File: config.mk
export PLATFORM = sky130hd
export DESIGN_NAME = ro_puf_compare_ctrl_flat
export DESIGN_NICKNAME = d
export VERILOG_FILES = /design/src/rtl/ro_puf_compare_ctrl_if.sv /design/src/rtl/ro_puf_compare_ctrl.sv /design/src/flat_wrapper.sv
export SDC_FILE = /design/constraint.sdc
export NUM_CORES = 1
export LEC_CHECK = 0
export CORE_ASPECT_RATIO = 0.8
export CORE_UTILIZATION = 40
export CTS_BUF_LIST = sky130_fd_sc_hd__clkbuf_4
export CTS_CLUSTER_DIAMETER = 100
export DETAILED_ROUTE_END_ITERATION = 8
export PLACE_DENSITY_LB_ADDON = 0.05
export SLEW_MARGIN = 20
export SYNTH_ARGS = -nofsm -noshare
export SYNTH_HDL_FRONTEND = slang
export SYNTH_SLANG_ARGS = --single-unit
File: constraint.sdc
create_clock -name clk_i -period 3.9 [get_ports clk_i]
set_input_delay 0.585 -clock clk_i [delete_from_list [all_inputs] [get_ports clk_i]]
set_output_delay 0.585 -clock clk_i [all_outputs]
set_load 0.005 [all_outputs]
File: src/rtl/ro_puf_compare_ctrl_if.sv
// Handshake and data bundle between the RO-PUF compare controller and its
// environment: start request, the two counter readbacks, counter control,
// challenge index and the response/status outputs.
// The controller sits on the slave modport; the driving side (counters,
// challenge mux, host) uses the master modport.
interface ro_puf_compare_ctrl_if;
    logic        start;
    logic [15:0] cntA;
    logic [15:0] cntB;
    logic        finA;
    logic        finB;
    logic        cntCe;
    logic        cntClr;
    logic [3:0]  sel;
    logic        busy;
    logic        done;
    logic [15:0] response;
    logic        err;

    modport master (
        output start, cntA, cntB, finA, finB,
        input  cntCe, cntClr, sel, busy, done, response, err
    );

    modport slave (
        input  start, cntA, cntB, finA, finB,
        output cntCe, cntClr, sel, busy, done, response, err
    );
endinterface

File: src/rtl/ro_puf_compare_ctrl.sv
// Ring-oscillator PUF compare controller.
// For each challenge index SEL = 0..NUM_BITS-1 the controller clears the two
// counters, waits SETTLE_CYCLES for the oscillator mux to settle, lets the
// counters run until one of them reports finished, freezes them, captures
// both counts and stores (A > B) into RESPONSE[SEL].
// Optional feature macro: RO_PUF_TIMEOUT_EN adds a COUNT-state watchdog that
// forces the bit to 0 and raises a sticky ERR when no counter finishes within
// TIMEOUT_CYCLES. Without the macro ERR is tied low and COUNT waits forever.
module ro_puf_compare_ctrl #(
    parameter int NUM_BITS       = 16,
    parameter int SETTLE_CYCLES  = 4,
    parameter int TIMEOUT_CYCLES = 1048576
) (
    input logic                  clk_i,
    input logic                  clr_i,
    ro_puf_compare_ctrl_if.slave bus
);

    // Reject parameter values outside the supported ranges at elaboration
    if (NUM_BITS < 1 || NUM_BITS > 16 || SETTLE_CYCLES < 1 ||
        SETTLE_CYCLES > 255 || TIMEOUT_CYCLES < 1) begin : g_param_check
        $error("ro_puf_compare_ctrl: parameter out of range");
    end

    typedef enum logic [2:0] {
        IDLE,
        CLEAR,
        SETTLE,
        COUNT,
        CAPTURE,
        COMPARE,
        FINISH
    } state_t;

    localparam logic [3:0] LastSel    = 4'(NUM_BITS - 1);
    localparam logic [7:0] LastSettle = 8'(SETTLE_CYCLES - 1);

    state_t      state_q;
    logic [3:0]  sel_q;
    logic [15:0] response_q;
    logic        cntCe_q;
    logic        cntClr_q;
    logic        busy_q;
    logic        done_q;
    logic [7:0]  settleCnt_q;
    logic [15:0] capA_q;
    logic [15:0] capB_q;

`ifdef RO_PUF_TIMEOUT_EN
    localparam int TimerWidth = $clog2(TIMEOUT_CYCLES + 1);
    localparam logic [TimerWidth-1:0] LastTimer = TimerWidth'(TIMEOUT_CYCLES - 1);

    logic [TimerWidth-1:0] timer_q;
    logic                  timedOut_q;
    logic                  err_q;
`endif

    // Main sequencer: all outputs are registered and updated together with the state
    always_ff @(posedge clk_i) begin
        if (clr_i) begin
            state_q     <= IDLE;
            sel_q       <= 4'd0;
            response_q  <= 16'd0;
            cntCe_q     <= 1'b0;
            cntClr_q    <= 1'b1;
            busy_q      <= 1'b0;
            done_q      <= 1'b0;
            settleCnt_q <= 8'd0;
            capA_q      <= 16'd0;
            capB_q      <= 16'd0;
`ifdef RO_PUF_TIMEOUT_EN
            timer_q     <= '0;
            timedOut_q  <= 1'b0;
            err_q       <= 1'b0;
`endif
        end else begin
            case (state_q)
                IDLE: begin
                    cntCe_q  <= 1'b0;
                    cntClr_q <= 1'b1;
                    done_q   <= 1'b0;
                    if (bus.start) begin
                        state_q    <= CLEAR;
                        sel_q      <= 4'd0;
                        response_q <= 16'd0;
                        busy_q     <= 1'b1;
`ifdef RO_PUF_TIMEOUT_EN
                        err_q      <= 1'b0;
`endif
                    end
                end
                CLEAR: begin
                    state_q     <= SETTLE;
                    cntClr_q    <= 1'b0;
                    settleCnt_q <= 8'd0;
                end
                SETTLE: begin
                    if (settleCnt_q == LastSettle) begin
                        state_q <= COUNT;
                        cntCe_q <= 1'b1;
`ifdef RO_PUF_TIMEOUT_EN
                        timer_q    <= '0;
                        timedOut_q <= 1'b0;
`endif
                    end else begin
                        settleCnt_q <= settleCnt_q + 8'd1;
                    end
                end
                COUNT: begin
                    if (bus.finA || bus.finB) begin
                        state_q <= CAPTURE;
                        cntCe_q <= 1'b0;
                    end
`ifdef RO_PUF_TIMEOUT_EN
                    else if (timer_q == LastTimer) begin
                        state_q    <= CAPTURE;
                        cntCe_q    <= 1'b0;
                        timedOut_q <= 1'b1;
                        err_q      <= 1'b1;
                    end else begin
                        timer_q <= timer_q + 1'b1;
                    end
`endif
                end
                CAPTURE: begin
                    state_q <= COMPARE;
                    capA_q  <= bus.cntA;
                    capB_q  <= bus.cntB;
                end
                COMPARE: begin
`ifdef RO_PUF_TIMEOUT_EN
                    response_q[sel_q] <= (capA_q > capB_q) && !timedOut_q;
`else
                    response_q[sel_q] <= (capA_q > capB_q);
`endif
                    if (sel_q == LastSel) begin
                        state_q <= FINISH;
                        done_q  <= 1'b1;
                    end else begin
                        state_q  <= CLEAR;
                        sel_q    <= sel_q + 4'd1;
                        cntClr_q <= 1'b1;
                    end
                end
                FINISH: begin
                    state_q  <= IDLE;
                    done_q   <= 1'b0;
                    busy_q   <= 1'b0;
                    cntClr_q <= 1'b1;
                end
                default: begin
                    state_q  <= IDLE;
                    cntCe_q  <= 1'b0;
                    cntClr_q <= 1'b1;
                    busy_q   <= 1'b0;
                    done_q   <= 1'b0;
                end
            endcase
        end
    end

    assign bus.cntCe    = cntCe_q;
    assign bus.cntClr   = cntClr_q;
    assign bus.sel      = sel_q;
    assign bus.busy     = busy_q;
    assign bus.done     = done_q;
    assign bus.response = response_q;
`ifdef RO_PUF_TIMEOUT_EN
    assign bus.err      = err_q;
`else
    assign bus.err      = 1'b0;
`endif

endmodule

File: src/flat_wrapper.sv
// flat-port wrapper written by rule: the top's interface ports become plain ports
module ro_puf_compare_ctrl_flat 
#(
    parameter int NUM_BITS       = 16,
    parameter int SETTLE_CYCLES  = 4,
    parameter int TIMEOUT_CYCLES = 1048576
)
  (clk_i, clr_i, bus_start, bus_cntA, bus_cntB, bus_finA, bus_finB, bus_cntCe, bus_cntClr, bus_sel, bus_busy, bus_done, bus_response, bus_err);
  ro_puf_compare_ctrl_if bus_i ();
  input logic clk_i;
  input logic clr_i;
  input wire logic [$bits(bus_i.start)-1:0] bus_start;
  input wire logic [$bits(bus_i.cntA)-1:0] bus_cntA;
  input wire logic [$bits(bus_i.cntB)-1:0] bus_cntB;
  input wire logic [$bits(bus_i.finA)-1:0] bus_finA;
  input wire logic [$bits(bus_i.finB)-1:0] bus_finB;
  output wire logic [$bits(bus_i.cntCe)-1:0] bus_cntCe;
  output wire logic [$bits(bus_i.cntClr)-1:0] bus_cntClr;
  output wire logic [$bits(bus_i.sel)-1:0] bus_sel;
  output wire logic [$bits(bus_i.busy)-1:0] bus_busy;
  output wire logic [$bits(bus_i.done)-1:0] bus_done;
  output wire logic [$bits(bus_i.response)-1:0] bus_response;
  output wire logic [$bits(bus_i.err)-1:0] bus_err;
  assign bus_i.start = bus_start;
  assign bus_i.cntA = bus_cntA;
  assign bus_i.cntB = bus_cntB;
  assign bus_i.finA = bus_finA;
  assign bus_i.finB = bus_finB;
  assign bus_cntCe = bus_i.cntCe;
  assign bus_cntClr = bus_i.cntClr;
  assign bus_sel = bus_i.sel;
  assign bus_busy = bus_i.busy;
  assign bus_done = bus_i.done;
  assign bus_response = bus_i.response;
  assign bus_err = bus_i.err;
  ro_puf_compare_ctrl #(.NUM_BITS(NUM_BITS), .SETTLE_CYCLES(SETTLE_CYCLES), .TIMEOUT_CYCLES(TIMEOUT_CYCLES)) u_core (.clk_i(clk_i), .clr_i(clr_i), .bus(bus_i));
endmodule
==> reports/qor.csv <==
metric;value;unit
status;finished, final reports clean;
setup_slack;1750;ps
cellPowerDensity;303;nW/um2
drive_above_1_share;0.0601;
cts.sinks;67;
finalWorstPathRequiredPeriod;2150;ps
setup_viol;0;
holdBufCountCts;0;
clockBufferDepth;2;
rsz0062_at_grt;false;
cts_resized;0;
core-area;7500;um2
rr_endpoint;u_core.capA_q[12];
cts_made_buffers;9;
place_hpwl;4.92;mm
drcViolationCount;0;
fp.dieH;81.3;um
clock_latency;410;ps
finalPower;1.19;mW
syn_area_per_cell;7.99;um2
rows;28;
r2r-start;u_core.state_q[2];
postLayoutCellArea;3930;um2
drtPass1Iterations;4;
synth.area.top_cells;dfxtp_1, nand2_1, ha_1;
yosysWarnings;0;
synth_nets;451;
postSynth.asyncResetShare;0;
r2r_slack;1750;ps
io-pin-count;62;
critical_path_class;flip-flop to flip-flop;
dp_worst_setup_slack;1510;ps
first_global_vias;2517;
vias;2740;
cp_max_fo;18;
port_buffers;60;
via_per_inst;4.95;
place_area;3810;um2
maxSlewViolCount;0;
critPathArrivalTime;2490;ps
drt_wl_total;6.93;mm
cellLeakagePower;1.35;nW
synth.top_cell.area_share;0.427;
grt_usage;0.184;
finalSetupTns;0;ps
synth_top_cell_by_area;dfxtp_1;
areaGrowthSynthToFinish;25.2;%
syn_inst;393;
cp-start-kind;flip-flop;
synth-edff-count;0;
wl_per_cell;12.5;um
worstSetupEndpointType;flip-flop;
postCtsSetupBuffers;0;
slew_headroom;0.534;
ant_nets;0;
grt_max_degree;33;
synth_ff_type;dfxtp_1;
cts_tree;built;
start_util;0.419;
grt_overflow;0;
worst_pin_slew;697;ps
fin_skew;12.0;ps
clk_pin_slew_worst_paths;110;ps
die_area;8210;um2
endpoint;u_core.capA_q[12];
antenna_found_initial;0;
startpoint;u_core.state_q[2];
r2r_cells;5;
root_buffer;clkbuf_4;
max_clock_freq;465;MHz
die_w;101;um
nets;502;
ir_drop;164;uV
fin_crit_sh;0.552;
synthDistinctLibCells;44;
ys_seq_elements;67;
required;4230;ps
gp_congestion;0.760;
maxCapViolations;0;
grt_pass1_wl;11.7;mm
cts.htree.levels;3;
hold_path_class;flip-flop to flip-flop;
ys_seq_area_frac;0.427;
netlist_area;3140;um2
hold_viol;0;
drt_iter0_markers;88;
diodes;0;
## cell families (layout without fill, tap and decap cells)
group                      count (synthesis)  count (layout)  synth area share
AOI/OAI and AO/OA                        103             103             0.198
xor gates and xnor gates                   8               8            0.0223
adders and majority gates                 21              21            0.0837
buffers and inverters                     43              99            0.0538
DFF                                       67              67             0.427
other                                      1               1           0.00119
and+or+nand+nor                          150             150             0.214
## layer usage
layer	share of wire	track usage
met3	0.040	0.0594
met2	0.43	0.287
met1	0.52	0.241
met4	0.0092	0.0580
met5	0	0
## worst min-delay path by stage
stage                                  from           endpoint  slack (ps)  cells past startpoint
final                     u_core.capB_q[14]  u_core.capB_q[14]         460                      2
after global routing      u_core.capB_q[11]  u_core.capB_q[11]         480                      2
after CTS                 u_core.capB_q[11]  u_core.capB_q[11]         460                      2
after detailed placement  u_core.capB_q[11]  u_core.capB_q[11]         450                      2
after global placement     u_core.capB_q[3]   u_core.capB_q[3]         440                      2
after floorplan            u_core.capA_q[0]   u_core.capA_q[0]         440                      2
## stage by stage
| stage | cells | hold WS, ps | utilization |
|---|---|---|---|
| detailed placement | 538 | 448 | 0.508 |
| global route | 554 | 477 | 0.524 |
| CTS | 554 | 462 | 0.523 |
| floorplan | 393 | 436 | - |
| finish | 554 | 462 | 0.524 |
| global placement | 538 | 444 | 0.508 |
## power by group
group | total [mW] | leakage, nW | switching (mW) | internal, mW
combinational | 0.103 | 0.750 | 0.0467 | 0.0563
clock | 0.386 | 0.0626 | 0.244 | 0.142
sequential | 0.702 | 0.540 | 0.0119 | 0.690
## sequential cells by signal, indices dropped and copies added (netlist names)
name / cells
u_core.bus.response: 16
u_core.capA_q: 16
u_core.capB_q: 16
u_core.settleCnt_q: 8
u_core.bus.sel: 4
u_core.state_q: 3
u_core.bus.busy: 1
u_core.bus.cntCe: 1
u_core.bus.cntClr: 1
u_core.bus.done: 1
## synthesized netlist by cell type (2+ instances only)
master / instances
o211ai_1: 12
nand2_1: 83
nor3_1: 5
a21oi_1: 51
nand4_1: 6
ha_1: 21
and2_1: 2
o21bai_1: 2
dfxtp_1: 67
o21a_1: 2
xor2_1: 5
xnor2_1: 3
o21ai_0: 12
nor2_1: 21
nand2b_1: 5
inv_1: 19
a211oi_1: 2
buf_2: 3
o31ai_1: 13
buf_1: 2
a22oi_1: 2
clkbuf_1: 18
nand3_1: 16
## layout make-up
class	count	area, um2
fill	786	3570
multi-input combinational	283	1640
sequential	67	1340
timing repair buffer	64	631
tap	105	131
clock buffer	11	82.6
inverter	19	71.3
clock inverter	5	30.0
## layout by cell type, fill, tap and decap left out, types with 2 or more instances in the layout
master	count
a211oi_1	2
a21oi_1	51
a22oi_1	2
and2_1	2
buf_4	4
clkbuf_4	11
clkdlybuf4s50_1	60
clkinv_2	3
clkinvlp_4	2
dfxtp_1	67
ha_1	21
inv_1	19
nand2_1	82
nand2b_1	5
nand3_1	16
nand4_1	6
nor2_1	21
nor3_1	4
o211ai_1	12
o21a_1	2
o21ai_0	12
o21bai_1	2
o31ai_1	13
xnor2_1	3
xor2_1	5
## worst max-delay path, stage by stage, from the launching register on
cell and delay [ps]:
dfxtp_1 700, inv_1 250, nor3_4 590, buf_4 320
nand2_1 80, a21oi_1 140
Power figures use the tool's default switching activity.
